$ cat src/rtl/vslc_pkg.sv
// -----------------------------------------------------------------------------
// vslc_pkg
// Shared constants and types for the VSLC instruction-fetch stage.
//   EEPROM_READ_INSTR : SPI EEPROM sequential-read opcode
//   VSLC_ADDR_W       : default program address width
//   fetch_state_t     : fetch FSM state encoding (also exported for debug)
// -----------------------------------------------------------------------------
package vslc_pkg;

   localparam logic [7:0] EEPROM_READ_INSTR = 8'h03;
   localparam int         VSLC_ADDR_W       = 10;

   typedef enum logic [2:0] {
      ST_IDLE   = 3'd0,
      ST_CS_GAP = 3'd1,
      ST_CMD    = 3'd2,
      ST_ADDRH  = 3'd3,
      ST_ADDRL  = 3'd4,
      ST_STREAM = 3'd5
   } fetch_state_t;

endpackage

$ cat src/rtl/vslc_spi_fetch_if.sv
// -----------------------------------------------------------------------------
// vslc_spi_fetch_if
// Core-side bus of the fetch stage.
//   restart_valid / restart_addr : one-cycle request to restart fetching
//   byte_valid / byte_ready      : byte handshake
//   byte_data / byte_addr        : head byte and its EEPROM address
//   busy                         : fetch stage not idle
// Handshake: byte_valid/byte_data/byte_addr are driven by the fetch stage and
// stay stable until accepted; a byte is transferred on the rising clk edge where
// byte_valid and byte_ready are both high. byte_valid never depends on
// byte_ready. restart_valid is a single-cycle pulse with no ready; it is always
// accepted and overrides a transfer on the same edge.
// Modports: master = core side, slave = fetch stage.
// -----------------------------------------------------------------------------
interface vslc_spi_fetch_if #(
   parameter int ADDR_W = vslc_pkg::VSLC_ADDR_W
);
   logic              restart_valid;
   logic [ADDR_W-1:0] restart_addr;
   logic              byte_valid;
   logic              byte_ready;
   logic [7:0]        byte_data;
   logic [ADDR_W-1:0] byte_addr;
   logic              busy;

   modport master (
      output restart_valid, restart_addr, byte_ready,
      input  byte_valid, byte_data, byte_addr, busy
   );

   modport slave (
      input  restart_valid, restart_addr, byte_ready,
      output byte_valid, byte_data, byte_addr, busy
   );
endinterface

$ cat src/rtl/vslc_byte_fifo.sv
// -----------------------------------------------------------------------------
// vslc_byte_fifo
// Small synchronous prefetch FIFO ({byte, address} entries).
//   clk, rst_n  : clock, asynchronous active-low reset
//   push        : write push_data (accepted when not full, or full with pop)
//   pop         : drop head (ignored when empty)
//   flush       : empty the FIFO; overrides push and pop on the same edge
//   head_data   : head entry, zero while empty
//   head_valid  : FIFO not empty
//   count       : number of stored entries
// -----------------------------------------------------------------------------
module vslc_byte_fifo #(
   parameter  int W     = 18,
   parameter  int DEPTH = 2,
   localparam int CNT_W = $clog2(DEPTH + 1)
) (
   input  logic             clk,
   input  logic             rst_n,
   input  logic             push,
   input  logic [W-1:0]     push_data,
   input  logic             pop,
   input  logic             flush,
   output logic [W-1:0]     head_data,
   output logic             head_valid,
   output logic [CNT_W-1:0] count
);
   localparam int PTR_W = $clog2(DEPTH);

   logic [W-1:0]     mem [DEPTH];
   logic [PTR_W-1:0] wr_ptr;
   logic [PTR_W-1:0] rd_ptr;
   logic             push_ok;
   logic             pop_ok;

   assign head_valid = (count != '0);
   assign pop_ok     = pop && head_valid && !flush;
   // A full FIFO can still take a push when the head leaves on the same edge.
   assign push_ok    = push && !flush && ((count != CNT_W'(DEPTH)) || pop_ok);
   assign head_data  = head_valid ? mem[rd_ptr] : '0;

   always_ff @(posedge clk) begin
      if (push_ok) begin
         mem[wr_ptr] <= push_data;
      end
   end

   always_ff @(posedge clk or negedge rst_n) begin
      if (!rst_n) begin
         wr_ptr <= '0;
         rd_ptr <= '0;
         count  <= '0;
      end else if (flush) begin
         wr_ptr <= '0;
         rd_ptr <= '0;
         count  <= '0;
      end else begin
         if (push_ok) begin
            wr_ptr <= wr_ptr + 1'b1;
         end
         if (pop_ok) begin
            rd_ptr <= rd_ptr + 1'b1;
         end
         if (push_ok && !pop_ok) begin
            count <= count + 1'b1;
         end else if (pop_ok && !push_ok) begin
            count <= count - 1'b1;
         end
      end
   end
endmodule

$ cat src/rtl/vslc_spi_fetch.sv
// -----------------------------------------------------------------------------
// vslc_spi_fetch
// Instruction-fetch stage: reads program bytes from an SPI mode-0 EEPROM
// (READ + 16-bit address, then sequential read) into a prefetch FIFO.
//   clk, rst_n   : clock, asynchronous active-low reset
//   fetch        : core-side bus (restart request, byte handshake, busy)
//   spi_cs_n     : EEPROM chip select, active low
//   spi_sck      : SPI clock, idles low
//   spi_copi     : controller-out data
//   spi_cipo     : controller-in data
//   state_dbg    : current fetch FSM state
// -----------------------------------------------------------------------------
module vslc_spi_fetch
   import vslc_pkg::*;
#(
   parameter int ADDR_W     = VSLC_ADDR_W,
   parameter int FIFO_DEPTH = 2,
   parameter int SCK_DIV    = 1,
   parameter int CS_GAP_CYC = 4
) (
   input  logic                clk,
   input  logic                rst_n,
   vslc_spi_fetch_if.slave     fetch,
   output logic                spi_cs_n,
   output logic                spi_sck,
   output logic                spi_copi,
   input  logic                spi_cipo,
   output fetch_state_t        state_dbg
);
   localparam int DIV_W = (SCK_DIV > 1) ? $clog2(SCK_DIV) : 1;
   localparam int GAP_W = (CS_GAP_CYC > 0) ? $clog2(CS_GAP_CYC + 1) : 1;
   localparam int CNT_W = $clog2(FIFO_DEPTH + 1);
   localparam logic [DIV_W-1:0] DIV_LAST = DIV_W'(SCK_DIV - 1);

   fetch_state_t      state;
   logic [7:0]        tx_sr;
   logic [7:0]        rx_sr;
   logic [2:0]        bit_cnt;
   logic [DIV_W-1:0]  div_cnt;
   logic [GAP_W-1:0]  gap_cnt;
   logic [ADDR_W-1:0] fetch_addr;
   logic [15:0]       addr16;
   logic              push_now;
   logic              fifo_pop;
   logic              fifo_full;
   logic [CNT_W-1:0]  fifo_count;
   logic [7+ADDR_W:0] fifo_head;

   assign addr16    = 16'(fetch_addr);
   assign spi_copi  = tx_sr[7];
   assign state_dbg = state;
   assign fifo_full = (fifo_count == CNT_W'(FIFO_DEPTH));
   assign fifo_pop  = fetch.byte_valid && fetch.byte_ready;

   assign fetch.busy      = (state != ST_IDLE);
   assign fetch.byte_data = fifo_head[7+ADDR_W:ADDR_W];
   assign fetch.byte_addr = fifo_head[ADDR_W-1:0];

   // A stream byte is complete on the SCK fall that follows its 8th sample.
   always_comb begin
      push_now = 1'b0;
      if (!fetch.restart_valid && state == ST_STREAM && div_cnt == DIV_LAST &&
          spi_sck && bit_cnt == 3'd0) begin
         push_now = 1'b1;
      end
   end

   always_ff @(posedge clk or negedge rst_n) begin
      if (!rst_n) begin
         state      <= ST_IDLE;
         spi_cs_n   <= 1'b1;
         spi_sck    <= 1'b0;
         tx_sr      <= '0;
         rx_sr      <= '0;
         bit_cnt    <= 3'd7;
         div_cnt    <= '0;
         gap_cnt    <= '0;
         fetch_addr <= '0;
      end else if (fetch.restart_valid) begin
         // Restart aborts whatever is in flight, from any state.
         state      <= ST_CS_GAP;
         spi_cs_n   <= 1'b1;
         spi_sck    <= 1'b0;
         tx_sr      <= '0;
         rx_sr      <= '0;
         bit_cnt    <= 3'd7;
         div_cnt    <= '0;
         gap_cnt    <= GAP_W'(CS_GAP_CYC);
         fetch_addr <= fetch.restart_addr;
      end else begin
         case (state)
            ST_IDLE: begin
            end
            ST_CS_GAP: begin
               if (gap_cnt == '0) begin
                  state    <= ST_CMD;
                  spi_cs_n <= 1'b0;
                  tx_sr    <= EEPROM_READ_INSTR;
                  bit_cnt  <= 3'd7;
                  div_cnt  <= '0;
               end else begin
                  gap_cnt <= gap_cnt - 1'b1;
               end
            end
            ST_CMD, ST_ADDRH, ST_ADDRL, ST_STREAM: begin
               if (div_cnt != DIV_LAST) begin
                  div_cnt <= div_cnt + 1'b1;
               end else if (!spi_sck) begin
                  // Rising SCK: a new stream byte only starts when it has a free
                  // FIFO slot; otherwise SCK parks low with the divider at its
                  // terminal count so the byte starts on the first edge with space.
                  if (!(state == ST_STREAM && bit_cnt == 3'd7 && fifo_full)) begin
                     spi_sck <= 1'b1;
                     div_cnt <= '0;
                     rx_sr   <= {rx_sr[6:0], spi_cipo};
                  end
               end else begin
                  // Falling SCK: advance COPI while SCK is low.
                  spi_sck <= 1'b0;
                  div_cnt <= '0;
                  if (bit_cnt != 3'd0) begin
                     bit_cnt <= bit_cnt - 3'd1;
                     tx_sr   <= {tx_sr[6:0], 1'b0};
                  end else begin
                     bit_cnt <= 3'd7;
                     case (state)
                        ST_CMD: begin
                           state <= ST_ADDRH;
                           tx_sr <= addr16[15:8];
                        end
                        ST_ADDRH: begin
                           state <= ST_ADDRL;
                           tx_sr <= addr16[7:0];
                        end
                        ST_ADDRL: begin
                           state <= ST_STREAM;
                           tx_sr <= '0;
                        end
                        default: begin
                           // Byte pushed this edge (push_now); move to the next address.
                           fetch_addr <= fetch_addr + 1'b1;
                           tx_sr      <= '0;
                        end
                     endcase
                  end
               end
            end
            default: begin
               state <= ST_IDLE;
            end
         endcase
      end
   end

   vslc_byte_fifo #(
      .W     (8 + ADDR_W),
      .DEPTH (FIFO_DEPTH)
   ) u_fifo (
      .clk        (clk),
      .rst_n      (rst_n),
      .push       (push_now),
      .push_data  ({rx_sr, fetch_addr}),
      .pop        (fifo_pop),
      .flush      (fetch.restart_valid),
      .head_data  (fifo_head),
      .head_valid (fetch.byte_valid),
      .count      (fifo_count)
   );
endmodule
$ cat src/flat_wrapper.sv
// flat-port wrapper written by rule: the top's interface ports become plain ports
module vslc_spi_fetch_flat import vslc_pkg::*;
#(
   parameter int ADDR_W     = VSLC_ADDR_W,
   parameter int FIFO_DEPTH = 2,
   parameter int SCK_DIV    = 1,
   parameter int CS_GAP_CYC = 4
)
  (clk, rst_n, spi_cs_n, spi_sck, spi_copi, spi_cipo, state_dbg, fetch_restart_valid, fetch_restart_addr, fetch_byte_ready, fetch_byte_valid, fetch_byte_data, fetch_byte_addr, fetch_busy);
  vslc_spi_fetch_if #(.ADDR_W(ADDR_W)) fetch_i ();
  input  logic clk;
  input  logic rst_n;
  output logic spi_cs_n;
  output logic spi_sck;
  output logic spi_copi;
  input  logic spi_cipo;
  output fetch_state_t state_dbg;
  input wire logic [$bits(fetch_i.restart_valid)-1:0] fetch_restart_valid;
  input wire logic [$bits(fetch_i.restart_addr)-1:0] fetch_restart_addr;
  input wire logic [$bits(fetch_i.byte_ready)-1:0] fetch_byte_ready;
  output wire logic [$bits(fetch_i.byte_valid)-1:0] fetch_byte_valid;
  output wire logic [$bits(fetch_i.byte_data)-1:0] fetch_byte_data;
  output wire logic [$bits(fetch_i.byte_addr)-1:0] fetch_byte_addr;
  output wire logic [$bits(fetch_i.busy)-1:0] fetch_busy;
  assign fetch_i.restart_valid = fetch_restart_valid;
  assign fetch_i.restart_addr = fetch_restart_addr;
  assign fetch_i.byte_ready = fetch_byte_ready;
  assign fetch_byte_valid = fetch_i.byte_valid;
  assign fetch_byte_data = fetch_i.byte_data;
  assign fetch_byte_addr = fetch_i.byte_addr;
  assign fetch_busy = fetch_i.busy;
  vslc_spi_fetch #(.ADDR_W(ADDR_W), .FIFO_DEPTH(FIFO_DEPTH), .SCK_DIV(SCK_DIV), .CS_GAP_CYC(CS_GAP_CYC)) u_core (.clk(clk), .rst_n(rst_n), .fetch(fetch_i), .spi_cs_n(spi_cs_n), .spi_sck(spi_sck), .spi_copi(spi_copi), .spi_cipo(spi_cipo), .state_dbg(state_dbg));
endmodule
$ cat config.mk
export PLATFORM = sky130hd
export DESIGN_NAME = vslc_spi_fetch_flat
export DESIGN_NICKNAME = d
export VERILOG_FILES = /design/src/rtl/vslc_pkg.sv /design/src/rtl/vslc_spi_fetch_if.sv /design/src/rtl/vslc_byte_fifo.sv /design/src/rtl/vslc_spi_fetch.sv /design/src/flat_wrapper.sv
export SDC_FILE = /design/constraint.sdc
export NUM_CORES = 1
export LEC_CHECK = 0
export BUFFER_PORTS_ARGS = -buffer_cell sky130_fd_sc_hd__buf_2
export CAP_MARGIN = 15
export CORE_MARGIN = 8
export CORE_UTILIZATION = 40
export CTS_CLUSTER_DIAMETER = 30
export DETAILED_ROUTE_END_ITERATION = 8
export PLACE_DENSITY = 0.63
export SLEW_MARGIN = 15
export SYNTH_ARGS = -nofsm -noshare
export SYNTH_HDL_FRONTEND = slang
export SYNTH_HIERARCHICAL = 1
export SYNTH_SLANG_ARGS = --single-unit
$ cat constraint.sdc
create_clock -name clk -period 3.1 [get_ports clk]
set_input_delay 0.31 -clock clk [delete_from_list [all_inputs] [get_ports clk]]
set_output_delay 0.31 -clock clk [all_outputs]
set_load 0.02 [all_outputs]
==> results of run 1 <==
## cells in the mapped netlist (2+ instances only)
| master | number | area (sq um) |
|---|---|---|
| nand4bb_1 | 2 | 22.5 |
| o21ai_1 | 3 | 15.0 |
| xnor2_1 | 8 | 70.1 |
| a211oi_1 | 3 | 22.5 |
| xor2_1 | 3 | 26.3 |
| nand4b_1 | 3 | 26.3 |
| or3_1 | 2 | 12.5 |
| edfxtp_1 | 36 | 1080 |
| inv_2 | 3 | 11.3 |
| nand2_1 | 17 | 63.8 |
| o22ai_1 | 6 | 37.5 |
| nand3_1 | 4 | 20.0 |
| nor2_1 | 35 | 131 |
| buf_2 | 5 | 25.0 |
| mux2i_1 | 22 | 220 |
| o32ai_1 | 2 | 17.5 |
| clkbuf_1 | 5 | 18.8 |
| buf_6 | 5 | 56.3 |
| nor2_4 | 2 | 22.5 |
| inv_1 | 15 | 56.3 |
| o211ai_1 | 2 | 15.0 |
| a21oi_1 | 7 | 35.0 |
| o221a_2 | 8 | 90.1 |
| buf_4 | 5 | 37.5 |
| and3_1 | 2 | 12.5 |
| mux2_2 | 7 | 78.8 |
| a221oi_1 | 6 | 52.6 |
| nand4_1 | 5 | 31.3 |
| dfstp_2 | 4 | 105 |
| nor2b_1 | 2 | 12.5 |
| o21ai_0 | 11 | 55.1 |
| nand2b_1 | 8 | 50.1 |
| dfrtp_1 | 37 | 926 |
| nor3_1 | 9 | 45.0 |
| a311oi_1 | 2 | 17.5 |
| a22o_1 | 6 | 52.6 |
| ha_1 | 6 | 75.1 |
## layout make-up
class / instances / area, sq um / share of cell area (%)
Clock inverter: 5 / 108 / 2.44
Clock buffer: 11 / 141 / 3.20
Inverter: 19 / 71.3 / 1.61
Timing Repair Buffer: 47 / 253 / 5.72
Sequential cell: 77 / 2110 / 47.8
Multi-Input combinational cell: 214 / 1570 / 35.5
Tap cell: 133 / 166 / 3.77
## worst max-delay path by stage
stage                              startpoint                        to  depth (start not counted)
final                       u_core/bit_cnt[0]  u_core/u_fifo/mem[1][15]                          8
after global routing        u_core/bit_cnt[0]  u_core/u_fifo/mem[1][16]                          8
after CTS                   u_core/bit_cnt[0]  u_core/u_fifo/mem[1][15]                          8
after detailed placement    u_core/bit_cnt[0]  u_core/u_fifo/mem[1][10]                          8
after global placement      u_core/bit_cnt[0]  u_core/u_fifo/mem[1][10]                          8
after floorplan           u_core/state_dbg[1]   u_core/u_fifo/mem[1][0]                          5
## metal layers
| metal | vias to the layer above | GRT usage (%) | routed length [um] |
|---|---|---|---|
| li1 | 1293 | - | - |
| met1 | 1254 | 15.7 | 3670 |
| met2 | 42 | 21.4 | 3830 |
| met3 | 10 | 2.85 | 280 |
| met4 | 0 | 5.59 | 111 |
| met5 | - | 0 | 0 |
## through the flow
stage / power [mW] / instance area, sq um / utilization [%] / setup slack (ps)
finish: 2.66 / 4420 / 46.0 / 810
global route: 2.82 / 4420 / 46.0 / 632
CTS: 2.68 / 4420 / 46.0 / 807
detailed placement: 1.76 / 4170 / 43.5 / 820
global placement: 1.75 / 4170 / 43.5 / 896
floorplan: 1.64 / 3890 / - / 364
## kinds of logic (layout without fill, tap and decap cells)
group | after synthesis | in the layout | synth area share (%)
simple gates | 100 | 100 | 14.0
flops | 77 | 77 | 54.5
compound gates | 66 | 66 | 13.3
fa+ha+maj | 6 | 6 | 1.94
mux | 30 | 30 | 8.00
buf+inv | 39 | 82 | 5.39
xor+xnor | 12 | 12 | 2.90
## critical path, stage by stage (launching register included)
cell and delay [ps]:
dfstp_2 380, inv_1 70, ha_1 220, nand2b_1 240, nor3_1 240, buf_4 170, o31ai_4 80, nor3b_2 280
buf_4 290
## where the power goes
| part | switching (mW) | internal [mW] | total, mW |
|---|---|---|---|
| logic | 0.262 | 0.206 | 0.468 |
| clock network | 0.363 | 0.560 | 0.923 |
| registers | 0.108 | 1.16 | 1.27 |
| total | 0.732 | 1.93 | 2.66 |
## flip-flops by register name, indices dropped and copies added (netlist names), 2 cells and up
register / flops
u_core/u_fifo/mem: 36
u_core/state_dbg: 3
u_core/rx_sr: 8
u_core/gap_cnt: 3
u_core/fetch_addr: 10
u_core/tx_sr: 8
u_core/bit_cnt: 3
u_core/u_fifo/count: 2
==> run_results.csv, run 1 <==
group,metric,value,unit
status,status,"completed",
power_and_ir_drop,pwr_density_cell,602,mW/mm^2
critical_path,cp.arrival,2320,ps
global_route,antenna_found_initial,0,
sta,tightest_slew,1020,ps
clock_network,clock-sinks,77,
yosys,ys_seq_area_share,54.5,%
detailed_routing,drt_iter0_drc,200,
sta,fin_skew,8.08,ps
sta,min_period_over_period,73.9,%
run,maxCapViolCount,0,
sta,slew_viol_final,0,
critical_path,r2r_cells,8,
yosys,syn_area_per_cell,11.7,sq um
place,portBuffers,40,
sta,post-route-min-period,2290,ps
detailed_routing,drc,0,
layout,syn2layout_area_growth,13.9,%
floorplanning,io_pins,41,
critical_path,critPathMaxFanout,16,
clock_network,postCtsSetupBuffers,0,
critical_path,required,3130,ps
yosys,synth_flop_cell,"dfrtp_1",
yosys,syn-num-nets,351,
clock_network,cts_buffer_depth,2,
sta,slew_headroom,32.0,%
critical_path,r2r-end,"u_core/u_fifo/mem[1][15]",
critical_path,critPathLaunchType,"flip-flop",
power_and_ir_drop,ir_worst_vdd,0.000281,V
detailed_routing,dr.pass1.iters,4,
clock_network,htreeDepth,3,
global_route,grt_pass1_wl,13.2,mm
yosys,ys_ff_latch,77,
global_route,overflow,0,
layout,fin_cells,506,
clock_network,clk_latency,340,ps
layout,final_cell_mix,"buf_2 (40), dfrtp_1 (37), edfxtp_1 (36)",
place,dp_hpwl,5.41,mm
yosys,syn_inst,330,
place,gp_congestion,0.780,
sta,rsz0062_at_grt,"no",
power_and_ir_drop,p_leak,1.75,nW
global_route,grt_max_degree,42,
detailed_routing,ant_nets,0,
sta,fin_hold_ws,92.4,ps
detailed_routing,postRouteWirelength,7.90,mm
layout,drive_above_1_share,26.0,%
floorplanning,coreArea,0.00959,sq mm
global_route,grt_pass1_vias,2618,
yosys,synth_edf_count,36,
detailed_routing,wl_per_cell,15.6,um
clock_network,numCtsBuffers,9,
floorplanning,rows,36,
sta,fmax,437,MHz
yosys,ys.warnings.count,6,
yosys,synthArstFlopShare,53.2,%
yosys,synthesis.area,0.00388,sq mm
floorplanning,die-area,0.0131,sq mm
critical_path,cp-end-kind,"flip-flop",
critical_path,r2r_slack,810,ps
layout,fillers,891,
detailed_routing,viasPerCell,5.14,
layout,final_common_cell,"buf_2",
detailed_routing,vias,2599,
clock_network,cts_tree,"done",
global_route,track_usage,12.9,%
clock_network,cts-root-buf,"clkbuf_8",
yosys,yosysUniqueCellTypes,59,
clock_network,clkTransAtPathRegs,80,ps
clock_network,ctsResizeCount,0,
clock_network,ctsHoldBuffers,0,
layout,n_antenna_cell,0,
critical_path,critPathKind,"flip-flop to flip-flop",
floorplanning,dieWidth,114,um
floorplanning,dieHeight,114,um
layout,fin_nets,389,
min_path,hold_class,"primary input to async pin",
sta,final.setup.tns,0,ps
place,dp_cells,490,
floorplanning,initial_core_util,40.4,%
sta,hold_viol,0,
sta,finalSetupViolCount,0,
critical_path,r2r_start,"u_core/bit_cnt[0]",
(Power assumes the default switching activity.)
==> inputs of run 2 (changes only) <==
Settings changed: ABC_AREA from default to 1.
Clock period 3.1 ns to 2.09 ns, I/O delays scaled along.
==> run 2 against run 1 <==
Critical path depth increased by 3. Largest cell class unchanged. Sequential share of layout area decreased by 0.94 points. Largest power group unchanged. Synthesized cell count increased by 36%.
==> run_results.csv, run 2 <==
group,metric,value,unit
clock_network,cts_buffer_depth,2,
yosys,syn-num-nets,471,
place,gp_congestion,0.873,
yosys,synth_commonest_cells,"nand2_1 (152), nand3_1 (43), dfrtp_1 (37)",
detailed_routing,vias,3186,
layout,reg.largest.list,"u_core/u_fifo/mem: 36 flops, u_core/fetch_addr: 10 flops",
global_route,overflow,0,
layout,largest_reg_flops,36,
sta,final.setup.tns,0,ps
sta,finalSetupViolCount,0,
detailed_routing,viasPerCell,5.01,
yosys,yosysUniqueCellTypes,33,
floorplanning,rows,36,
layout,n_antenna_cell,0,
sta,slew_headroom,63.1,%
floorplanning,dieWidth,115,um
clock_network,cts-root-buf,"clkbuf_8",
detailed_routing,drt_iter0_drc,194,
yosys,synth-adder-area-share,1.93,%
critical_path,critPathMaxFanout,18,
yosys,synth_xor_area_share,1.35,%
sta,tightest_slew,553,ps
detailed_routing,postRouteWirelength,8.99,mm
detailed_routing,drc,0,
layout,final_common_cell,"nand2_1",
clock_network,ctsResizeCount,0,
power_and_ir_drop,ir_worst_vdd,0.000683,V
min_path,hold_class,"primary input to flip-flop",
clock_network,clkTransAtPathRegs,80,ps
run,maxCapViolCount,0,
global_route,track_usage,14.8,%
yosys,synthesis.area,0.00389,sq mm
status,status,"completed",
detailed_routing,dr.pass1.iters,4,
yosys,synth_edf_count,36,
yosys,syn_inst,450,
yosys,synthArstFlopShare,53.2,%
detailed_routing,ant_nets,0,
layout,largest-register,"u_core/u_fifo/mem",
sta,fmax,516,MHz
yosys,ys_seq_area_share,54.3,%
place,dpl_cell_area,0.00432,sq mm
floorplanning,io_pins,41,
layout,drive_above_1_share,20.1,%
floorplanning,die-area,0.0131,sq mm
critical_path,cp-end-kind,"flip-flop",
yosys,synth_flop_cell,"dfrtp_1",
clock_network,cts_tree,"done",
yosys,synth_most_common_cell,"nand2_1",
floorplanning,dieHeight,115,um
layout,multi_input_area,0.00158,sq mm
yosys,synth_top_family_by_area,"simple AND/OR/NAND/NOR gates",
critical_path,required,2140,ps
yosys,ys.warnings.count,6,
critical_path,r2r_slack,150,ps
clock_network,numCtsBuffers,9,
critical_path,critPathKind,"flip-flop to flip-flop",
power_and_ir_drop,pwr_density_cell,973,mW/mm^2
global_route,antenna_found_initial,0,
power_and_ir_drop,p_leak,2.08,nW
sta,fin_skew,10.6,ps
layout,final_cell_mix,"nand2_1 (151), nand3_1 (41), buf_2 (40)",
clock_network,clk_latency,350,ps
floorplanning,initial_core_util,40.6,%
yosys,synth-compound-area-share,6.40,%
sta,rsz0062_at_grt,"no",
layout,fin_nets,519,
layout,regArea,0.00211,sq mm
layout,fin_area,0.00451,sq mm
yosys,ys_ff_latch,77,
critical_path,critPathLaunchType,"flip-flop",
sta,slew_viol_final,0,
yosys,synth-simple-area-share,29.4,%
critical_path,crit_chain,"inv_1 > ha_1 > inv_1 > nor2_4 > nand3_4 > nor2_4 > inv_2 > nor2_4 > nand2_2 > nor2_4 > buf_12",
global_route,grt_max_degree,23,
yosys,synth_mux_area_share,0,%
yosys,synth.area.top_cells,"edfxtp_1 (28%), dfrtp_1 (24%), nand2_1 (15%)",
critical_path,cp.arrival,1990,ps
floorplanning,coreArea,0.00959,sq mm
sta,min_period_over_period,92.8,%
yosys,syn_area_per_cell,8.65,sq um
clock_network,htreeDepth,3,
global_route,grt_pass1_vias,3069,
layout,syn2layout_area_growth,15.8,%
critical_path,path_common_cell,"nor2_4",
yosys,yosysTopAreaCellShare,27.8,%
critical_path,max_stage_delay,390,ps
layout,fillers,941,
place,dp_hpwl,6.43,mm
clock_network,clock-sinks,77,
sta,post-route-min-period,1940,ps
global_route,grt_pass1_wl,15.2,mm
place,portBuffers,40,
detailed_routing,wl_per_cell,14.1,um
sta,hold_viol,0,
critical_path,slowest_stage,"dfstp_2",
yosys,synth_top_area_cell,"edfxtp_1",
[run 2: changes by cell type in the layout (fill, tap and decap cells not counted), sizes merged, moves of 6 or more]
cell    change
nand2b      -9
a21oi      +15
buf         +6
nand2     +140
mux2        -8
nand4      +13
o221a       -8
a221oi      -6
mux2i      -22
inv        +19
nand3      +43
a22o        -6
nor3        -9
[run 2: metal layers]
layer	global-route usage (%)	up-vias	part of all wire, %
li1	-	1590	-
met1	18.3	1519	45
met2	24.2	69	48
met3	4.27	8	6.0
met4	4.61	0	0.90
met5	0	-	0
[run 2: path summary, 6_finish.rpt]
check	depth (start not counted)	start	end
hold / removal	3	fetch_restart_addr[6]	u_core/fetch_addr[6]
setup reg to reg	11	u_core/bit_cnt[0]	u_core/u_fifo/mem[1][3]
setup / recovery	11	u_core/bit_cnt[0]	u_core/u_fifo/mem[1][3]
min in group asynchronous	2	rst_n	u_core/u_fifo/rd_ptr
max in group asynchronous	3	rst_n	u_core/bit_cnt[2]
hold reg to reg	2	u_core/spi_cs_n	u_core/spi_cs_n
[run 2: repair_timing]
item                                   in CTS  in global routing
setup buffers                               0                  1
setup endpoints to repair                   0                 36
hold buffers                                1                  0
endpoints found under the hold margin      20                  0
[run 2: cell families (layout without fill, tap and decap cells)]
| kind of cell | after synthesis | after routing |
|---|---|---|
| and+or+nand+nor | 262 | 262 |
| xor gates and xnor gates | 6 | 6 |
| adders and majority gates | 6 | 6 |
| DFF | 77 | 77 |
| buffers and inverters | 54 | 107 |
| AOI/OAI and AO/OA | 45 | 45 |
[run 2: area by class of cell]
| class | count | share of cell area [%] |
|---|---|---|
| Sequential cell | 77 | 46.9 |
| Tap cell | 133 | 3.69 |
| Clock buffer | 10 | 2.83 |
| Clock inverter | 6 | 0.916 |
| Multi-Input combinational cell | 319 | 35.0 |
| Timing Repair Buffer | 54 | 7.66 |
| Inverter | 37 | 3.08 |
[run 2: power by group]
part	total (mW)	internal [mW]	leakage (nW)	switching, mW
logic	1.44	0.470	1.14	0.966
clock network	0.983	0.428	0.0783	0.555
registers	1.97	1.78	0.865	0.188
[run 2: worst max-delay path, delay by kind of cell (launching register included)]
kind | cells | cell delay (ps)
adder cells (fa/ha/maj) | 1 | 160
buffers and inverters | 4 | 370
AND/OR/NAND/NOR | 6 | 710
flip-flops | 1 | 390
[run 2: per-stage QoR]
step | power, mW | hold slack, ps | utilization [%] | setup WS, ps | std cells
after detailed placement | 3.44 | 233 | 45.1 | 110 | 618
after CTS | 4.44 | 79.8 | 46.9 | 88.5 | 635
final | 4.39 | 99.8 | 47.0 | 151 | 636
after global placement | 3.40 | 225 | 45.1 | 159 | 618
after global routing | 4.70 | 102 | 47.0 | 37.1 | 636
after floorplan | 3.12 | -86.6 | - | 25.5 | 450
==> inputs of run 3 (changes only) <==
Settings changed: SETUP_SLACK_MARGIN from default to 0.4.
==> run 3 against run 2 <==
Clock-buffer cell count unchanged. Worst setup slack better by 34 ps. Combinational power increased by 33%. Via count is 5.0% higher. Critical path type unchanged. Highest routed layer unchanged.
==> run_results.csv, run 3 (same netlist as run 2, synthesis figures left out) <==
group,metric,value,unit
layout,largest_reg_flops,36,
global_route,antenna_found_initial,0,
layout,reg.largest.list,"u_core/u_fifo/mem: 36 flops, u_core/fetch_addr: 10 flops",
layout,n_antenna_cell,0,
sta,tightest_slew,604,ps
power_and_ir_drop,ir_worst_vdd,0.000559,V
floorplanning,dieWidth,115,um
layout,fin_cells,659,
sta,fmax,525,MHz
detailed_routing,postRouteWirelength,9.89,mm
power_and_ir_drop,finalPower,5.15,mW
sta,slew_viol_final,0,
detailed_routing,wl_per_cell,15.0,um
layout,drive_above_1_share,29.3,%
critical_path,max_stage_delay,380,ps
sta,final.setup.tns,0,ps
layout,fin_area,0.00501,sq mm
layout,final_common_cell,"nand2_1",
critical_path,cp.arrival,1970,ps
power_and_ir_drop,p_clk_share,24.3,%
detailed_routing,route.met3.wl,522,um
place,gp_congestion,0.844,
detailed_routing,highest_layer,"met4",
sta,slew_headroom,59.7,%
floorplanning,dieHeight,115,um
detailed_routing,drc,0,
critical_path,crit_buf_inv,5,
power_and_ir_drop,swShare,37.9,%
detailed_routing,wl_met1,4.32,mm
clock_network,htreeDepth,3,
global_route,grt_max_degree,42,
clock_network,cts_buffer_depth,2,
power_and_ir_drop,p_int,3.19,mW
critical_path,required,2160,ps
clock_network,cts_tree,"done",
sta,fin_skew,9.56,ps
floorplanning,rows,36,
status,status,"completed",
detailed_routing,viasPerCell,5.07,
sta,min_period_over_period,91.1,%
place,portBuffers,40,
global_route,grt_pass1_wl,15.9,mm
run,maxCapViolCount,0,
power_and_ir_drop,pwr_density_cell,1030,mW/mm^2
layout,syn2layout_area_growth,28.7,%
detailed_routing,vias,3344,
power_and_ir_drop,switching_power,1.95,mW
clock_network,cts-root-buf,"clkbuf_8",
floorplanning,coreArea,0.00959,sq mm
floorplanning,die-area,0.0131,sq mm
clock_network,numCtsBuffers,9,
sta,finalSetupViolCount,0,
detailed_routing,ant_nets,0,
power_and_ir_drop,pwr-share-seq,38.5,%
critical_path,critPathMaxFanout,9,
layout,fin_nets,542,
critical_path,cp-end-kind,"flip-flop",
clock_network,clk_latency,350,ps
layout,final_cell_mix,"nand2_1 (147), buf_2 (40), edfxtp_1 (36)",
clock_network,clock-sinks,77,
sta,hold_viol,0,
clock_network,clkTransAtPathRegs,80,ps
detailed_routing,wl_met2,4.97,mm
critical_path,slowest_stage,"dfstp_2",
critical_path,critPathLaunchType,"flip-flop",
global_route,grt_pass1_vias,3296,
min_path,hold_class,"primary input to flip-flop",
global_route,overflow,0,
place,dp_hpwl,6.26,mm
global_route,track_usage,15.3,%
critical_path,path_common_cell,"nor2_4",
detailed_routing,dr.pass1.iters,4,
critical_path,critical-path-top-delay-family,"simple AND/OR/NAND/NOR gates",
floorplanning,io_pins,41,
layout,utilization,52.2,%
critical_path,crit_chain,"inv_2 > ha_4 > inv_2 > nor2_4 > nand3_4 > nor2_4 > inv_2 > nor2_4 > nand2_4 > nor2_4 > buf_6 > buf_16",
sta,post-route-min-period,1900,ps
floorplanning,initial_core_util,40.6,%
layout,largest-register,"u_core/u_fifo/mem",
detailed_routing,drt_iter0_drc,174,
sta,rsz0062_at_grt,"yes",
place,dpl_cell_area,0.00432,sq mm
place,dp_cells,616,
critical_path,critPathKind,"flip-flop to flip-flop",
power_and_ir_drop,p_leak,2.27,nW
power_and_ir_drop,power_frac_comb,37.2,%
run 3: changes by cell type in the layout (fill, tap and decap cells not counted), sizes merged:
| cell | change |
|---|---|
| bufinv | +2 |
| clkbuf | +1 |
| clkinv | -1 |
| nand3 | +2 |
| inv | +1 |
| buf | +20 |
| clkinvlp | -2 |
run 3: power groups by stage:
stage | Sequential (mW) | Clock [mW] | Combinational (mW)
after CTS | 1.98 | 1.28 | 1.55
after detailed placement | 2.01 | 0 | 1.44
after global routing | 2.01 | 1.35 | 2.13
final | 1.98 | 1.25 | 1.91
after global placement | 2.00 | 0 | 1.41
after floorplan | 1.97 | 0 | 1.19
run 3: final timing paths:
kind | depth (start not counted) | end | slack, ps | from
max in group asynchronous | 3 | u_core/state_dbg[1] | 1220 | rst_n
min in group asynchronous | 3 | u_core/gap_cnt[0] | 470 | rst_n
worst min-delay path | 3 | u_core/fetch_addr[2] | 110 | fetch_restart_addr[2]
worst max register to register | 12 | u_core/u_fifo/mem[1][0] | 190 | u_core/bit_cnt[1]
worst min register to register | 2 | u_core/tx_sr[1] | 480 | u_core/tx_sr[1]
worst max-delay path | 12 | u_core/u_fifo/mem[1][0] | 190 | u_core/bit_cnt[1]
run 3: per-stage QoR:
stage	hold slack, ps	worst slack, ps
6_report	114	185
4_1_cts	97.5	231
2_1_floorplan	-86.6	76.2
3_3_place_gp	312	126
5_1_grt	106	103
3_5_place_dp	321	56.1
run 3: worst min-delay path: cells and delay by family:
family	cells	cell delay, ps
buffers and inverters	1	70
AND/OR/NAND/NOR	1	50
AO/OA/AOI/OAI	1	80
run 3: cell type report:
class,count,area [sq um]
clock buffer,10,128
clock inverter,6,96.3
fill,882,4590
inverter,37,154
multi-input combinational,321,1750
sequential,77,2120
tap,133,166
timing repair buffer,75,591
run 3: metal layers:
metal  global-route usage, %  up-vias
met5                       0        -
met4                    5.50        0
met3                    2.90       10
met2                    25.5       79
met1                    19.2     1616
li1                        -     1639
run 3: repair_timing:
action / 4_1_cts / 5_1_grt
endpoints found under the hold margin: 37 / 0
cloned: 2 / 3
endpoints found under the setup margin: 67 / 80
setup buffers: 10 / 11
gates resized for setup: 16 / 36
pin swaps: 3 / 5
hold buffers: 1 / 0
